`src/rtl/mips_pkg.sv`:
```
// mips_pkg
// Shared MIPS decode constants for the ID->EX issue stage: opcode and funct
// encodings, the 3-bit ALU control codes, the operand-2 source selector and
// the 16-bit immediate extension helpers.
package mips_pkg;

  // Primary opcodes (instr[31:26])
  localparam logic [5:0] OP_RTYPE = 6'b000000;
  localparam logic [5:0] OP_BEQ   = 6'b000100;
  localparam logic [5:0] OP_BNE   = 6'b000101;
  localparam logic [5:0] OP_ADDI  = 6'b001000;
  localparam logic [5:0] OP_SLTI  = 6'b001010;
  localparam logic [5:0] OP_ANDI  = 6'b001100;
  localparam logic [5:0] OP_ORI   = 6'b001101;
  localparam logic [5:0] OP_XORI  = 6'b001110;
  localparam logic [5:0] OP_LB    = 6'b100000;
  localparam logic [5:0] OP_LW    = 6'b100011;
  localparam logic [5:0] OP_SB    = 6'b101000;
  localparam logic [5:0] OP_SW    = 6'b101011;

  // R-type function codes (instr[5:0])
  localparam logic [5:0] F_SLL = 6'b000000;
  localparam logic [5:0] F_SRL = 6'b000010;
  localparam logic [5:0] F_ADD = 6'b100000;
  localparam logic [5:0] F_SUB = 6'b100010;
  localparam logic [5:0] F_AND = 6'b100100;
  localparam logic [5:0] F_OR  = 6'b100101;
  localparam logic [5:0] F_XOR = 6'b100110;
  localparam logic [5:0] F_SLT = 6'b101010;

  // ALU control codes understood by the 32-bit ALU
  localparam logic [2:0] ALU_ADD = 3'b000;
  localparam logic [2:0] ALU_AND = 3'b001;
  localparam logic [2:0] ALU_OR  = 3'b010;
  localparam logic [2:0] ALU_SLL = 3'b011;
  localparam logic [2:0] ALU_SLT = 3'b100;
  localparam logic [2:0] ALU_SRL = 3'b101;
  localparam logic [2:0] ALU_SUB = 3'b110;
  localparam logic [2:0] ALU_XOR = 3'b111;

  // Source of ALU operand 2
  typedef enum logic [1:0] {
    OP2_RT    = 2'd0,
    OP2_IMM   = 2'd1,
    OP2_SHAMT = 2'd2
  } op2_sel_e;

  function automatic logic [31:0] sign_ext16(input logic [15:0] v);
    return {{16{v[15]}}, v};
  endfunction

  function automatic logic [31:0] zero_ext16(input logic [15:0] v);
    return {16'h0000, v};
  endfunction

endpackage

```
`src/rtl/alu_ctrl_decode.sv`:
```
// alu_ctrl_decode
// Purely combinational MIPS decoder for the ALU issue stage.
// Ports:
//   instr      in   raw 32-bit instruction
//   alu_ctrl   out  3-bit ALU control code
//   r1_rt      out  1 = operand 1 comes from rt (shifts), 0 = rs
//   r2_sel     out  operand 2 source (rt / extended immediate / shamt)
//   sign_ext   out  1 = sign-extend the immediate, 0 = zero-extend
//   dest_rt    out  1 = destination is rt (I-type), 0 = rd (R-type)
//   reg_write, mem_read, mem_write, mem_byte, is_branch, branch_ne
//              out  side-band controls for EX/MEM/WB
//   illegal    out  opcode/funct not supported by this datapath
module alu_ctrl_decode
  import mips_pkg::*;
(
  input  logic [31:0] instr,
  output logic [2:0]  alu_ctrl,
  output logic        r1_rt,
  output logic [1:0]  r2_sel,
  output logic        sign_ext,
  output logic        dest_rt,
  output logic        reg_write,
  output logic        mem_read,
  output logic        mem_write,
  output logic        mem_byte,
  output logic        is_branch,
  output logic        branch_ne,
  output logic        illegal
);

  logic [5:0] opcode;
  logic [5:0] funct;
  logic [4:0] rd;
  logic       unused_fields;

  assign opcode        = instr[31:26];
  assign funct         = instr[5:0];
  assign rd            = instr[15:11];
  assign unused_fields = ^{instr[25:16], instr[10:6]};

  // Defaults describe a harmless bubble; each supported encoding only
  // overrides what differs. Anything unmatched raises illegal with all
  // enables still low.
  always_comb begin
    alu_ctrl  = ALU_ADD;
    r1_rt     = 1'b0;
    r2_sel    = OP2_RT;
    sign_ext  = 1'b1;
    dest_rt   = 1'b0;
    reg_write = 1'b0;
    mem_read  = 1'b0;
    mem_write = 1'b0;
    mem_byte  = 1'b0;
    is_branch = 1'b0;
    branch_ne = 1'b0;
    illegal   = 1'b0;

    case (opcode)
      OP_RTYPE: begin
        // Writes to r0 are suppressed so the all-zero NOP is side-effect free
        reg_write = (rd != 5'd0);
        case (funct)
          F_ADD: alu_ctrl = ALU_ADD;
          F_SUB: alu_ctrl = ALU_SUB;
          F_AND: alu_ctrl = ALU_AND;
          F_OR:  alu_ctrl = ALU_OR;
          F_XOR: alu_ctrl = ALU_XOR;
          F_SLT: alu_ctrl = ALU_SLT;
          F_SLL: begin
            alu_ctrl = ALU_SLL;
            r1_rt    = 1'b1;
            r2_sel   = OP2_SHAMT;
          end
          F_SRL: begin
            alu_ctrl = ALU_SRL;
            r1_rt    = 1'b1;
            r2_sel   = OP2_SHAMT;
          end
          default: begin
            reg_write = 1'b0;
            illegal   = 1'b1;
          end
        endcase
      end
      OP_ADDI, OP_SLTI, OP_ANDI, OP_ORI, OP_XORI: begin
        r2_sel    = OP2_IMM;
        dest_rt   = 1'b1;
        reg_write = 1'b1;
        // Logical immediates are zero-extended, arithmetic ones sign-extended
        sign_ext  = (opcode == OP_ADDI) || (opcode == OP_SLTI);
        case (opcode)
          OP_SLTI: alu_ctrl = ALU_SLT;
          OP_ANDI: alu_ctrl = ALU_AND;
          OP_ORI:  alu_ctrl = ALU_OR;
          OP_XORI: alu_ctrl = ALU_XOR;
          default: alu_ctrl = ALU_ADD;
        endcase
      end
      OP_LW, OP_LB: begin
        r2_sel    = OP2_IMM;
        dest_rt   = 1'b1;
        reg_write = 1'b1;
        mem_read  = 1'b1;
        mem_byte  = (opcode == OP_LB);
      end
      OP_SW, OP_SB: begin
        r2_sel    = OP2_IMM;
        mem_write = 1'b1;
        mem_byte  = (opcode == OP_SB);
      end
      OP_BEQ, OP_BNE: begin
        alu_ctrl  = ALU_SUB;
        is_branch = 1'b1;
        branch_ne = (opcode == OP_BNE);
      end
      default: illegal = 1'b1;
    endcase
  end

endmodule

```
`src/rtl/id_ex_alu_issue.sv`:
```
// id_ex_alu_issue
// ID->EX pipeline register feeding the 32-bit ALU. Decodes the instruction,
// muxes/extends the operands and registers everything with a valid/ready
// handshake, stall hold and flush kill.
// Ports:
//   clk, rst_n            clock, asynchronous active-low reset
//   id_valid / id_ready   upstream handshake (id_ready is combinational)
//   instr, rs_data, rt_data  instruction and register-file read values
//   flush                 kill the ID/EX contents at the next edge
//   ex_valid / ex_ready   downstream handshake (ex_ready=0 stalls)
//   alu_r1, alu_r2, alu_ctrl  ALU operands and control
//   dest_reg, reg_write, mem_read, mem_write, mem_byte, store_data,
//   is_branch, branch_ne  EX/MEM/WB side-band
//   illegal               one-cycle pulse when an unsupported op is captured
module id_ex_alu_issue
  import mips_pkg::*;
#(
  parameter int DATA_W     = 32,
  parameter int REG_ADDR_W = 5
) (
  input  logic                  clk,
  input  logic                  rst_n,
  input  logic                  id_valid,
  output logic                  id_ready,
  input  logic [31:0]           instr,
  input  logic [DATA_W-1:0]     rs_data,
  input  logic [DATA_W-1:0]     rt_data,
  input  logic                  flush,
  output logic                  ex_valid,
  input  logic                  ex_ready,
  output logic [DATA_W-1:0]     alu_r1,
  output logic [DATA_W-1:0]     alu_r2,
  output logic [2:0]            alu_ctrl,
  output logic [REG_ADDR_W-1:0] dest_reg,
  output logic                  reg_write,
  output logic                  mem_read,
  output logic                  mem_write,
  output logic                  mem_byte,
  output logic [DATA_W-1:0]     store_data,
  output logic                  is_branch,
  output logic                  branch_ne,
  output logic                  illegal
);

  logic [2:0]            dec_alu_ctrl;
  logic                  dec_r1_rt;
  logic [1:0]            dec_r2_sel;
  logic                  dec_sign_ext;
  logic                  dec_dest_rt;
  logic                  dec_reg_write;
  logic                  dec_mem_read;
  logic                  dec_mem_write;
  logic                  dec_mem_byte;
  logic                  dec_is_branch;
  logic                  dec_branch_ne;
  logic                  dec_illegal;

  logic [DATA_W-1:0]     imm_ext;
  logic [DATA_W-1:0]     op1;
  logic [DATA_W-1:0]     op2;
  logic [REG_ADDR_W-1:0] dest;
  logic                  capture;
  logic                  unused_fields;

  alu_ctrl_decode u_decode (
    .instr     (instr),
    .alu_ctrl  (dec_alu_ctrl),
    .r1_rt     (dec_r1_rt),
    .r2_sel    (dec_r2_sel),
    .sign_ext  (dec_sign_ext),
    .dest_rt   (dec_dest_rt),
    .reg_write (dec_reg_write),
    .mem_read  (dec_mem_read),
    .mem_write (dec_mem_write),
    .mem_byte  (dec_mem_byte),
    .is_branch (dec_is_branch),
    .branch_ne (dec_branch_ne),
    .illegal   (dec_illegal)
  );

  // Register indices for rs come from the register file already read
  assign unused_fields = ^instr[31:21];

  assign id_ready = !ex_valid || ex_ready;
  assign capture  = id_valid && id_ready;

  // Operand selection: shifts put rt in r1 and the shift amount in r2
  always_comb begin
    imm_ext = dec_sign_ext ? sign_ext16(instr[15:0]) : zero_ext16(instr[15:0]);
    op1     = dec_r1_rt ? rt_data : rs_data;
    case (dec_r2_sel)
      OP2_IMM:   op2 = imm_ext;
      OP2_SHAMT: op2 = {{(DATA_W-5){1'b0}}, instr[10:6]};
      default:   op2 = rt_data;
    endcase
    dest = dec_dest_rt ? instr[20:16] : instr[15:11];
  end

  // ID/EX register. Priority: reset, flush, capture, drain; a stall
  // (ex_valid with no ex_ready) falls through every branch and holds.
  // Flush and drain only clear the valid bit and enables, so the datapath
  // fields keep their last value while no instruction is present.
  always_ff @(posedge clk or negedge rst_n) begin
    if (!rst_n) begin
      ex_valid   <= 1'b0;
      alu_r1     <= '0;
      alu_r2     <= '0;
      alu_ctrl   <= ALU_ADD;
      dest_reg   <= '0;
      reg_write  <= 1'b0;
      mem_read   <= 1'b0;
      mem_write  <= 1'b0;
      mem_byte   <= 1'b0;
      store_data <= '0;
      is_branch  <= 1'b0;
      branch_ne  <= 1'b0;
      illegal    <= 1'b0;
    end else if (flush) begin
      ex_valid  <= 1'b0;
      reg_write <= 1'b0;
      mem_read  <= 1'b0;
      mem_write <= 1'b0;
      is_branch <= 1'b0;
      illegal   <= 1'b0;
    end else if (capture) begin
      // An unsupported instruction enters as a bubble flagged by illegal
      ex_valid   <= !dec_illegal;
      alu_r1     <= op1;
      alu_r2     <= op2;
      alu_ctrl   <= dec_alu_ctrl;
      dest_reg   <= dest;
      reg_write  <= dec_reg_write;
      mem_read   <= dec_mem_read;
      mem_write  <= dec_mem_write;
      mem_byte   <= dec_mem_byte;
      store_data <= rt_data;
      is_branch  <= dec_is_branch;
      branch_ne  <= dec_branch_ne;
      illegal    <= dec_illegal;
    end else if (id_ready) begin
      ex_valid  <= 1'b0;
      reg_write <= 1'b0;
      mem_read  <= 1'b0;
      mem_write <= 1'b0;
      is_branch <= 1'b0;
      illegal   <= 1'b0;
    end
  end

endmodule

```
`config.mk`:
```
export PLATFORM = sky130hd
export DESIGN_NAME = id_ex_alu_issue
export DESIGN_NICKNAME = d
export VERILOG_FILES = /design/src/rtl/mips_pkg.sv /design/src/rtl/alu_ctrl_decode.sv /design/src/rtl/id_ex_alu_issue.sv
export SDC_FILE = /design/constraint.sdc
export NUM_CORES = 1
export LEC_CHECK = 0
export CORE_MARGIN = 4
export CORE_UTILIZATION = 40
export DETAILED_ROUTE_END_ITERATION = 8
export PLACE_DENSITY = 0.78
export SKIP_LAST_GASP = 1
export SYNTH_ARGS = -nofsm -noshare
export SYNTH_HDL_FRONTEND = slang
export SYNTH_SLANG_ARGS = --single-unit
```
`constraint.sdc`:
```
create_clock -name clk -period 4.8 [get_ports clk]
set_input_delay 1.44 -clock clk [delete_from_list [all_inputs] [get_ports clk]]
set_output_delay 1.44 -clock clk [all_outputs]
set_load 0.01 [all_outputs]
```
Yosys cells after proc, flatten, opt, wreduce, memory -nomap -nowiden --
Index checks and enable logic that the tools add are counted.
Word-level totals: bits in registers 112, output and inout port bits 113, logic and storage cells 88
Cells by class: equal/unequal tests 20, muxes and demuxes 35, bitwise logic cells 1, reductions and logical operators 19
Operators by type and width (number):
- 32-bit 2-to-1 mux | 2
- 32-bit one-hot mux with 2 select lines | 1
- 6-bit equality test (second input constant) | 10
- 6-bit by 4-bit equality test with 1-bit output (second input constant) | 5
- 1-bit 2-to-1 mux | 23
- 3-bit one-hot mux with 7 select lines | 1
- 6-bit by 3-bit equality test with 1-bit output (second input constant) | 2
- 6-bit logical NOT | 2
- 3-bit one-hot mux with 4 select lines | 1
- 11-bit OR reduction | 1
- 3-bit one-hot mux with 3 select lines | 1
- 9-bit OR reduction | 1
- 2-bit OR reduction | 4
- 8-bit OR reduction | 1
- 7-bit OR reduction | 1
- 6-bit by 2-bit equality test with 1-bit output (second input constant) | 1
- 1-bit one-hot mux with 2 select lines | 3
- 5-bit 2-to-1 mux | 1
- 5-bit nonzero test | 1
- 5-bit OR reduction | 1
- 2-bit one-hot mux with 2 select lines | 1
- 3-bit nonzero test | 1
- 2-bit by 1-bit equality test with 1-bit output (second input constant) | 1
- 2-bit equality test (second input constant) | 1
- 6 further kinds | 8

Depth between registers and ports, before layout --
depth after elaboration 7, depth in mapped cells 13

By module --
From an unflattened synthesis, not the netlist that was laid out.
Second synthesis, totals: cells, all modules 413, area, all modules 5718.0 sq um
Modules (own cells, without submodules):
- id_ex_alu_issue | times used 1, cells each 354, area an instance 5343.9 sq um, sequential area each 2802.7 sq um
- alu_ctrl_decode | times used 1, cells each 59, area an instance 374.1 sq um, sequential area each 0.0 sq um

Worst setup path before layout --
OpenSTA, ideal clock, no wires.
path type input -> register, start point in instr[3], end point reg alu_r2[22], setup time 137 ps, arrival time 4075 ps, data required time 4663 ps, setup slack 588 ps, cell stages on the path 12, buffers on the path 6, cells stage by stage buf_2 -> or3_1 -> or4_1 -> buf_6 -> buf_6 -> ha_1 -> clkbuf_1 -> nor2b_1 -> clkbuf_1 -> a31oi_1 -> clkbuf_1 -> a21oi_1
Between the ends: longest elaborated chain between the ends 6, elaborated cells on any way between the ends 8
Ends and longest elaborated chain:
- from (decl) | line id_ex_alu_issue.sv:25 | input logic [31:0] instr,
- 6-bit by 2-bit equality test with 1-bit output / 6-bit logical NOT (equally long branches) | line alu_ctrl_decode.sv:62 | case (funct)
- 2-bit OR reduction (no source line) (*)
- 2-bit 2-to-1 mux (*) | line alu_ctrl_decode.sv:62
- 2-bit one-hot mux with 2 select lines (*) | line alu_ctrl_decode.sv:58 | case (opcode)
- 2-bit equality test / 2-bit by 1-bit equality test with 1-bit output (equally long branches) | line id_ex_alu_issue.sv:91 | case (dec_r2_sel)
- 32-bit one-hot mux with 2 select lines (*) | line id_ex_alu_issue.sv:91
- to (signal assigned) | line id_ex_alu_issue.sv:129 | alu_r2 <= op2;
- to (decl) | line id_ex_alu_issue.sv:32 | output logic [DATA_W-1:0] alu_r2,
Mark *: on every way between the ends. The rest lies on a longest branch, timed or not. A chain may end at the register's enable or synchronous reset.

Worst setup path after layout --
start point in instr[3], end point reg alu_r2[20]
Same word-level chain as after synthesis.

==> impl_results.md <==
* Worst skew pair latency at 0.34 ns
* Clock root buffer: clkbuf_16
* Post-layout min period at 4.271 ns
* Hold Crit Depth at 2
* Die W at 121.5 µm
* Status: completed
* Vias in the first global route at 4881
* Final Hold Vio Count at 0
* Unrepaired setup endpoints after global routing: no
* Placeable core area at 12620 µm²
* Nets@finish at 850
* Clk buf depth at 2
* DRT iter0 DRCs at 359
* Gp weighted congestion at 0.8038
* Tot GR Track Use at 0.2153
* Area growth, synth to finish at 49.16%
* Most frequent cells in the layout: clkdlybuf4s50_1, nand2_1, dfrtp_1
* Drt wl/cell at 17.14 µm
* Hold EP: store_data[27]
* Slew Viols, Final at 0
* VDD IR max at 165.3 µV
* Number of flops mapped to enable cells by yosys at 0
* # hold bufs at CTS at 0
* Hold path startpoint: store_data[27]
* Synth Flop Type: dfrtp_1
* Reg-to-Reg Start: ex_valid
* Fill count at 1127
* PwrDens at 339.4 nW/µm²
* Area contributors post-synth: dfrtp_1, nand2_1, mux2i_1
* Critical Path Sink Type: register
* Synth top area share at 0.5438
* Row count at 41
* Initial Util at 0.4084
* Dpl hpwl at 11.59 mm
* Fmax at 0.2341 GHz
* CTS tree: built
* Final antenna-violating net count at 0
* Die area at 14760 µm²
* Clock transition at path regs at 0.07 ns
* Worst clock skew at 0.005848 ns
* Post-route DRC at 0
* Clk sinks at 112
* Seq cells post-synth at 112
* Fin crit share at 0.8898
* Setup TNS at 0 ns
* Max-cap viol count at 0
* CP Max Fanout at 16
* Pin count of the biggest net entering global routing at 73
* Fin area at 7687 µm²
* Via count at 4779
* Total CTS buffers at 9
* Postcts setup bufs at 0
* First-pass GRT wire length at 25.29 mm
* Routed wire length at 15.83 mm
* Syn Inst Count at 560
* Biggest regs: alu_r1 x32, alu_r2 x32, store_data x32
* Diodes inserted at 0
* Layout cells sized above 1 at 0.04920
* Placed Area at 7357 µm²
* R2r setup slk at 2.68 ns
* Hold/Removal Path Class: reg2reg
* Io pins at 214
* Arr. time, crit path at 4.53 ns
* DR vias/cell at 5.172
* Synthesized cell area at 5154 µm²
* Drt pass-1 iters at 4
* Final setup violation count at 0
* Required @ worst endpoint at 5.06 ns
* R2r worst-path depth at 4
* Sequential-to-total area share from yosys stat at 0.5438
* Yosys cell types at 49
* Max transition margin at 0.4117
* Syn avg cell area at 9.203 µm²
* Syn_nets at 663
* Crit Path Category: in2reg
* Leading cell type in the layout, fill and taps excluded: clkdlybuf4s50_1
* H-tree level count at 3
* GRT overflow at 0
* Asr flop ratio synth at 1.000
* Post-CTS sizing at 0
* Area leader, netlist: dfrtp_1
* Startpoint types: input pin
* Reg-to-Reg End: alu_r1[3]
* IO buf count at 208
* Leakage Power at 3.574 nW
* Chip height at 121.5 µm
* Slew at the pin closest to its max-slew limit at 0.8806 ns
* Syn. warnings at 0
* Initial antenna violation count at 0
layer usage:
layer / track usage / share of wire
met1: 0.2815 / 0.42
met5: 0 / 0
met4: 0.07423 / 0.020
met3: 0.04988 / 0.074
met2: 0.3534 / 0.48
Yosys cell counts (2+ instances only):
library cell	number
a21oi_1	31
a221oi_1	9
a22oi_1	5
a31oi_1	3
a32o_1	4
buf_1	6
buf_2	2
buf_6	5
clkbuf_1	28
dfrtp_1	112
ha_1	2
inv_1	6
mux2i_1	37
nand2_1	164
nand2b_1	3
nand3_1	2
nor2_1	54
nor2b_1	3
nor3_1	4
nor4b_1	2
o211ai_1	2
o21ai_0	16
o21ai_1	28
o21bai_1	2
o22ai_1	2
or3_1	3
or4_1	2
xnor2_1	2
kinds of logic (layout without fill, tap and decap cells):
family / count (synthesis) / in the layout / share of synthesized area
and+or+nand+nor: 245 / 245 / 0.1962
DFF: 112 / 112 / 0.5438
AOI/OAI and AO/OA: 111 / 111 / 0.1306
buffers and inverters: 48 / 240 / 0.04346
muxes: 38 / 38 / 0.07405
adders and majority gates: 3 / 3 / 0.006797
xor gates and xnor gates: 3 / 3 / 0.005099
critical path: stages:
cell	delay, ns
clkdlybuf4s50_1	0.56
or3_1	0.45
or4_2	0.57
ha_1	0.31
nor2b_1	0.62
a31oi_2	0.18
buf_4	0.24
a21oi_1	0.15
final cells by class:
cell class,count,area [µm²],area share
Clock buffer,10,239.0,0.03109
Inverter,6,22.52,0.002930
Multi-Input combinational cell,400,2150,0.2796
Tap cell,172,215.2,0.02799
Timing Repair Buffer,218,2167,0.2819
Sequential cell,112,2803,0.3646
Clock inverter,6,91.34,0.01188
worst max-delay path by stage:
stage / cells past startpoint / slack [ns] / end / start
floorplan: 12 / 0.59 / alu_r2[22] / instr[3]
global placement: 8 / 0.30 / alu_r2[23] / instr[3]
finish: 8 / 0.53 / alu_r2[20] / instr[3]
detailed placement: 8 / 0.20 / alu_r2[20] / instr[3]
global route: 10 / 0.34 / alu_r2[22] / instr[29]
CTS: 8 / 0.56 / alu_r2[20] / instr[3]
through the flow:
step	std cells	utilization	worst slack [ns]	power (mW)	hold slack (ns)
6_report	924	0.6092	0.5291	2.609	0.4776
5_1_grt	924	0.6092	0.3442	2.734	0.4998
4_1_cts	924	0.6092	0.5561	2.631	0.4803
3_5_place_dp	908	0.5830	0.1961	1.804	0.4626
3_3_place_gp	908	0.5830	0.3030	1.785	0.4602
2_1_floorplan	560	-	0.5877	1.378	0.5070
power breakdown:
| group | leakage (nW) | internal (mW) | switching [mW] |
|---|---|---|---|
| clock network | 0.157 | 0.475 | 0.352 |
| registers | 1.37 | 1.06 | 0.0671 |
| logic | 2.05 | 0.355 | 0.295 |
Note: power is estimated with default switching activity, not from simulation.
